[src/rtl/button_pkg.sv]
// Shared constants and types for the button event path.
// Defaults match the standard 4-button, 8-deep configuration.
package button_pkg;

  localparam int NUM_BUTTONS_DEF = 4;
  localparam int DEPTH_DEF       = 8;

  // Index width for a given button count; a single button still needs one bit.
  function automatic int idx_w(input int n);
    return (n > 1) ? $clog2(n) : 1;
  endfunction

  localparam int BTN_IDX_W = idx_w(NUM_BUTTONS_DEF);

  typedef logic [BTN_IDX_W-1:0] btn_idx_t;

endpackage

[src/rtl/button_event_fifo_if.sv]
// Strobe-in / event-out bundle between the edge detectors, the event queue and game logic.
// master = the event queue, slave = its environment (strobe source and consumer).
interface button_event_fifo_if #(
  parameter int NUM_BUTTONS = button_pkg::NUM_BUTTONS_DEF,
  parameter int DEPTH       = button_pkg::DEPTH_DEF
);
  import button_pkg::*;

  logic [NUM_BUTTONS-1:0]             strobe_i;
  logic [idx_w(NUM_BUTTONS)-1:0]      event_o;
  logic                               valid_o;
  logic                               ready_i;
  logic [$clog2(DEPTH+1)-1:0]         count_o;
  logic                               overflow_o;
  logic                               clr_ovf_i;

  modport master (
    input  strobe_i, ready_i, clr_ovf_i,
    output event_o, valid_o, count_o, overflow_o
  );

  modport slave (
    output strobe_i, ready_i, clr_ovf_i,
    input  event_o, valid_o, count_o, overflow_o
  );

endinterface

[src/rtl/button_event_fifo_sync_fifo.sv]
// First-word-fall-through FIFO with wrapping pointers and a separate occupancy count.
// Push is accepted when not full or when a pop happens in the same cycle.
module sync_fifo #(
  parameter  int WIDTH = 2,
  parameter  int DEPTH = 8,
  localparam int CNT_W = $clog2(DEPTH+1),
  localparam int PTR_W = $clog2(DEPTH)
) (
  input  logic             clk,
  input  logic             nrst,
  input  logic             push,
  input  logic             pop,
  input  logic [WIDTH-1:0] wdata,
  output logic [WIDTH-1:0] rdata,
  output logic             full,
  output logic             empty,
  output logic [CNT_W-1:0] count
);

  logic [WIDTH-1:0] mem [DEPTH];
  logic [PTR_W-1:0] wr_ptr;
  logic [PTR_W-1:0] rd_ptr;
  logic             do_push;
  logic             do_pop;

  assign full    = (count == CNT_W'(DEPTH));
  assign empty   = (count == '0);
  assign do_pop  = pop & ~empty;
  assign do_push = push & (~full | do_pop);

  // Head is forced to zero when empty so stale storage never leaks out.
  assign rdata = empty ? '0 : mem[rd_ptr];

  always_ff @(posedge clk) begin
    if (do_push) begin
      mem[wr_ptr] <= wdata;
    end
  end

  always_ff @(posedge clk or negedge nrst) begin
    if (!nrst) begin
      wr_ptr <= '0;
      rd_ptr <= '0;
      count  <= '0;
    end else begin
      if (do_push) begin
        wr_ptr <= wr_ptr + PTR_W'(1);
      end
      if (do_pop) begin
        rd_ptr <= rd_ptr + PTR_W'(1);
      end
      case ({do_push, do_pop})
        2'b10:   count <= count + CNT_W'(1);
        2'b01:   count <= count - CNT_W'(1);
        default: count <= count;
      endcase
    end
  end

endmodule

[src/rtl/button_event_fifo.sv]
// Collects per-button press strobes into a pending register, encodes them lowest index first
// and queues them for game logic; presses are only lost when a button re-strobes while still pending.
module button_event_fifo
  import button_pkg::*;
#(
  parameter int NUM_BUTTONS = NUM_BUTTONS_DEF,
  parameter int DEPTH       = DEPTH_DEF
) (
  input  logic                clk,
  input  logic                nrst,
  button_event_fifo_if.master bus
);

  localparam int IDX_W = idx_w(NUM_BUTTONS);
  localparam int CNT_W = $clog2(DEPTH+1);

  logic [NUM_BUTTONS-1:0] pend;
  logic [NUM_BUTTONS-1:0] grant;
  logic [NUM_BUTTONS-1:0] enq_mask;
  logic [IDX_W-1:0]       grant_idx;
  logic                   any_pend;
  logic                   push;
  logic                   pop;
  logic                   drop;
  logic                   overflow;
  logic                   fifo_full;
  logic                   fifo_empty;
  logic [CNT_W-1:0]       fifo_count;
  logic [IDX_W-1:0]       fifo_head;

  // Scan from the top down so the lowest set bit wins.
  always_comb begin
    grant     = '0;
    grant_idx = '0;
    for (int i = NUM_BUTTONS - 1; i >= 0; i--) begin
      if (pend[i]) begin
        grant     = '0;
        grant[i]  = 1'b1;
        grant_idx = IDX_W'(i);
      end
    end
  end

  assign any_pend = |pend;
  assign pop      = bus.ready_i & ~fifo_empty;
  assign push     = any_pend & (~fifo_full | pop);
  assign enq_mask = push ? grant : '0;

  // A re-strobe of a bit that is not leaving this cycle merges into the existing press.
  assign drop = |(bus.strobe_i & pend & ~enq_mask);

  always_ff @(posedge clk or negedge nrst) begin
    if (!nrst) begin
      pend     <= '0;
      overflow <= 1'b0;
    end else begin
      pend <= (pend & ~enq_mask) | bus.strobe_i;
      if (drop) begin
        overflow <= 1'b1;
      end else if (bus.clr_ovf_i) begin
        overflow <= 1'b0;
      end
    end
  end

  sync_fifo #(
    .WIDTH (IDX_W),
    .DEPTH (DEPTH)
  ) u_fifo (
    .clk   (clk),
    .nrst  (nrst),
    .push  (push),
    .pop   (pop),
    .wdata (grant_idx),
    .rdata (fifo_head),
    .full  (fifo_full),
    .empty (fifo_empty),
    .count (fifo_count)
  );

  assign bus.event_o    = fifo_head;
  assign bus.valid_o    = ~fifo_empty;
  assign bus.count_o    = fifo_count;
  assign bus.overflow_o = overflow;

endmodule
[src/flat_wrapper.sv]
// flat-port wrapper written by rule: the top's interface ports become plain ports
module button_event_fifo_flat import button_pkg::*;
#(
  parameter int NUM_BUTTONS = NUM_BUTTONS_DEF,
  parameter int DEPTH       = DEPTH_DEF
)
  (clk, nrst, bus_strobe_i, bus_ready_i, bus_clr_ovf_i, bus_event_o, bus_valid_o, bus_count_o, bus_overflow_o);
  button_event_fifo_if #(.NUM_BUTTONS(NUM_BUTTONS), .DEPTH(DEPTH)) bus_i ();
  input  logic clk;
  input  logic nrst;
  input wire logic [$bits(bus_i.strobe_i)-1:0] bus_strobe_i;
  input wire logic [$bits(bus_i.ready_i)-1:0] bus_ready_i;
  input wire logic [$bits(bus_i.clr_ovf_i)-1:0] bus_clr_ovf_i;
  output wire logic [$bits(bus_i.event_o)-1:0] bus_event_o;
  output wire logic [$bits(bus_i.valid_o)-1:0] bus_valid_o;
  output wire logic [$bits(bus_i.count_o)-1:0] bus_count_o;
  output wire logic [$bits(bus_i.overflow_o)-1:0] bus_overflow_o;
  assign bus_i.strobe_i = bus_strobe_i;
  assign bus_i.ready_i = bus_ready_i;
  assign bus_i.clr_ovf_i = bus_clr_ovf_i;
  assign bus_event_o = bus_i.event_o;
  assign bus_valid_o = bus_i.valid_o;
  assign bus_count_o = bus_i.count_o;
  assign bus_overflow_o = bus_i.overflow_o;
  button_event_fifo #(.NUM_BUTTONS(NUM_BUTTONS), .DEPTH(DEPTH)) u_core (.clk(clk), .nrst(nrst), .bus(bus_i));
endmodule
[config.mk]
export PLATFORM = sky130hd
export DESIGN_NAME = button_event_fifo_flat
export DESIGN_NICKNAME = d
export VERILOG_FILES = /design/src/rtl/button_pkg.sv /design/src/rtl/button_event_fifo_if.sv /design/src/rtl/button_event_fifo_sync_fifo.sv /design/src/rtl/button_event_fifo.sv /design/src/flat_wrapper.sv
export SDC_FILE = /design/constraint.sdc
export NUM_CORES = 1
export LEC_CHECK = 0
export CORE_MARGIN = 2
export CORE_UTILIZATION = 30
export CTS_BUF_LIST = sky130_fd_sc_hd__clkbuf_16
export DETAILED_ROUTE_END_ITERATION = 8
export GPL_ROUTABILITY_DRIVEN = 0
export MAX_ROUTING_LAYER = met4
export PLACE_DENSITY = 0.57
export SLEW_MARGIN = 20
export SYNTH_ARGS = -nofsm -noshare
export SYNTH_HDL_FRONTEND = slang
export SYNTH_SLANG_ARGS = --single-unit
[constraint.sdc]
create_clock -name clk -period 2.8 [get_ports clk]
set_input_delay 0.56 -clock clk [delete_from_list [all_inputs] [get_ports clk]]
set_output_delay 0.56 -clock clk [all_outputs]
set_load 0.05 [all_outputs]
==> key figures <==
STA
  – Setup Skew: 0.003166 ns
  – Post-Route Setup TNS: 0 ns
  – Unrepaired setup endpoints after global routing: false
  – Minimum clock period: 2.546 ns
  – Number of setup violations in the final report: 0
  – Part of the cycle the worst path needs: 90.93%
  – Max-slew violations: 0
  – Hold Fails Final Rpt: 0
  – Rel. slew slack: between 50% and 60%
  – Hold slack final: 0.5373 ns
  – Final worst-path setup slack: 0.2540 ns
  – Least-Margin Pin Slew: 0.7436 ns
  – Max Clk Rate: 0.3928 GHz

Layout
  – Area of the multi-input gates: between 600 and 700 sq um
  – Finished Cell Area: approximately 1900 sq um
  – Area growth from synthesis to layout: 24.61%
  – Antenna Cells: 0
  – # nets final: 148
  – Share of layout cells above drive strength 1: 15.44%
  – Fillers: 477
  – Footprint of the flip-flops and latches: 855.8 sq um

CTS
  – Cts repair resizes: 2
  – TritonCTS clock tree: done
  – Number of buffers inserted for hold repair after clock tree synthesis: 0
  – Clock transition at the register clock pins on the worst setup and hold paths after CTS: 0.05 ns
  – CTS sink count: 31
  – # H-tree levels: 2
  – TritonCTS Buffers: 5
  – Root buffer cell: sky130_fd_sc_hd__clkbuf_16
  – Clock insertion delay at the later pin of the skew report: around 0.28 ns
  – Buffers inserted during post-CTS setup optimization: 0
  – Clock Tree Buf Depth: 2

Detailed routing
  – Vias per cell: roughly 4.7
  – Vias: 949
  – Drt drc: 0
  – Metal2 WL: 1.286 mm
  – Total length of routed met3 wires: roughly 130 um
  – Total routed wirelength: 2.505 mm
  – Initial DRT Pass Iterations: 4
  – Remaining antenna violation count: 0
  – Routed length per placed instance: around 12 um
  – DRT met1 WL: 1.061 mm
  – Top metal layer carrying routed signals: met4
  – DRC marker count from the first detailed-route iteration: 23

Synth
  – Average cell area after synthesis: 13.04 sq um
  – Syn nets: 130
  – Cell variety after synth: 42
  – Area share of the largest cell type after synthesis: a little under a third
  – Dominant register cell in the synthesized netlist: sky130_fd_sc_hd__edfxtp_1
  – Sequential cell area fraction in the yosys report: 56.11%
  – Leading post-synthesis cells by cell area: sky130_fd_sc_hd__edfxtp_1 (32%), sky130_fd_sc_hd__dfrtp_1 (25%), sky130_fd_sc_hd__mux4_2 (5.9%)
  – Flop and latch count out of synthesis: 31
  – Synthesized instance count: about 120
  – Post-synth design cell area: 1525 sq um
  – Synth warn: 0
  – Count of flip-flops with a built-in enable after synthesis: 16
  – Share of synthesized registers carrying an async set or reset: 48.39%
  – Cell taking the most area after synthesis: sky130_fd_sc_hd__edfxtp_1

Min path
  – Worst hold path type: reg -> reg

Setup path
  – Crit-path cells: mux4_2, mux2i_1, nor2_1, dlygate4sd2_1
  – Crit path max fanout: 6
  – Critical path's largest stage delay: 0.55 ns
  – Crit path capture type: primary output
  – Slowest cell on the critical path: sky130_fd_sc_hd__mux4_2
  – Setup Crit Path Kind: reg -> out
  – Endpoint arrival time on the critical path: 1.99 ns
  – Startpoint type of the worst setup path: register
  – Worst endpoint required time: 2.24 ns

Global routing
  – First-pass GRT wire length: about 4.2 mm
  – Overall global routing resource usage: 11.03%
  – Maximum number of pins on one net before global-route repair: 16
  – Number of antenna violations at the first check in global routing: 0
  – Vias in the first global route: 896
  – Sum of overflow across all layers after global routing: 0

Placement
  – Worst setup timing slack at the placement stage: 0.08670 ns
  – I/O Buffers: 15
  – Cell Area, Placed: 1734 sq um
  – Final HPWL DP: 1.876 mm

Floorplan
  – Horizontal die dimension: 75.30 um
  – Count of standard-cell rows: 25
  – # IOs: 16
  – Core area: just under 5000 sq um
  – Height of the die: 75.30 um
  – Die Outline Area: 5670 sq um
  – Starting density of the core: 31.66%

Power
  – PwrDens: 1183 nW/um^2
  – Static power due to leakage: between 0.7 and 0.8 nW
  – Worst IR Drop VDD: 421.0 uV
  – Total power of the final layout: 2.249 mW

Job
  – Maxcap violations: 0

Status
  – Status: finished clean
[area by class of cell]
cell class                 count  share of cell area, %
clock inverter                 3                  2.304
multi-input combinational     76                  32.52
clock buffer                   5                  6.583
sequential                    31                  45.03
inverter                       5                 0.9875
tap                           67                  4.411
timing repair buffer          16                  8.163
[metal layers]
metal / global-route usage, % / vias to the layer above
met5: - / -
met4: 7.602 / 0
met3: 4.365 / 3
met2: 15.75 / 24
li1: - / 463
met1: 12.66 / 459
[state kept, by name, summed over array words and instances, names as in the netlist]
name,flops
u_core.bus.overflow_o,1
u_core.pend,4
u_core.u_fifo.count,4
u_core.u_fifo.mem,16
u_core.u_fifo.rd_ptr,3
u_core.u_fifo.wr_ptr,3
[kinds of logic (layout without fill, tap and decap cells)]
family                   Yosys count  count (layout)  share of synthesized area [%]
AND/OR/NAND/NOR                   35              35                          13.62
flip-flops                        31              31                          56.11
AO/OA/AOI/OAI                     18              18                          8.205
buffers and inverters             10              29                          3.362
XOR/XNOR                           9               9                          5.168
multiplexers                       9               9                          9.434
adder cells (fa/ha/maj)            5               5                          4.102
[synth_stat cells, types with 2 or more instances]
master                     count
sky130_fd_sc_hd__nand2b_1      5
sky130_fd_sc_hd__nor3_1        5
sky130_fd_sc_hd__xor2_1        6
sky130_fd_sc_hd__o21ai_0       2
sky130_fd_sc_hd__inv_1         4
sky130_fd_sc_hd__dfrtp_1      15
sky130_fd_sc_hd__ha_1          5
sky130_fd_sc_hd__xnor2_1       3
sky130_fd_sc_hd__nand2_1       6
sky130_fd_sc_hd__mux2i_1       2
sky130_fd_sc_hd__mux4_2        4
sky130_fd_sc_hd__a21oi_1       5
sky130_fd_sc_hd__mux2_2        2
sky130_fd_sc_hd__nor4_1        2
sky130_fd_sc_hd__nor2_1        9
sky130_fd_sc_hd__edfxtp_1     16
[critical path, delay by kind of cell, from the launching register on]
kind	cells	cell delay, ns
flip-flops	1	0.53
AND/OR/NAND/NOR	1	0.05
buffers and inverters	1	0.43
multiplexers	2	0.69
[final timing paths]
check / startpoint / end / slack (ns) / cells past startpoint
max: u_core.u_fifo.rd_ptr[0] / bus_event_o[0] / 0.25 / 4
max in group asynchronous: nrst / u_core.u_fifo.wr_ptr[0] / 1.68 / 1
min reg2reg: u_core.u_fifo.rd_ptr[2] / u_core.u_fifo.rd_ptr[2] / 0.54 / 1
min in group asynchronous: nrst / u_core.u_fifo.rd_ptr[0] / 0.69 / 1
min: u_core.u_fifo.rd_ptr[2] / u_core.u_fifo.rd_ptr[2] / 0.54 / 1
max reg2reg: u_core.u_fifo.count[2] / u_core.u_fifo.count[2] / 0.53 / 9
[cells in the final DEF, fill, tap and decap left out, drive strengths merged]
cell,count
a211o,1
a211oi,2
a21o,1
a21oi,6
a22o,1
a22oi,1
a31oi,1
and2,1
and4bb,1
buf,1
bufinv,1
clkbuf,5
clkdlybuf4s50,13
clkinv,2
dfrtp,15
dlygate4sd2,2
edfxtp,16
ha,5
inv,5
mux2,3
mux2i,2
mux4,4
nand2,6
nand2b,5
nand4,1
nand4bb,1
nor2,9
nor2b,2
nor3,6
nor4,3
o21ai,2
o22ai,1
o31ai,1
o41ai,1
xnor2,3
xor2,6
[metrics by stage]
| step | instances | utilization [%] |
|---|---|---|
| final | 203 | 39.45 |
| after global routing | 203 | 39.45 |
| after CTS | 203 | 39.45 |
| after detailed placement | 195 | 36.00 |
| after global placement | 195 | 36.00 |
| after floorplan | 117 | - |
[where the power goes]
group / internal [mW] / switching, mW / total [mW]
Clock: 0.418 / 0.187 / 0.605
Combinational: 0.347 / 0.465 / 0.812
Sequential: 0.644 / 0.187 / 0.831
Total: 1.41 / 0.840 / 2.25
(Power assumes the default switching activity.)
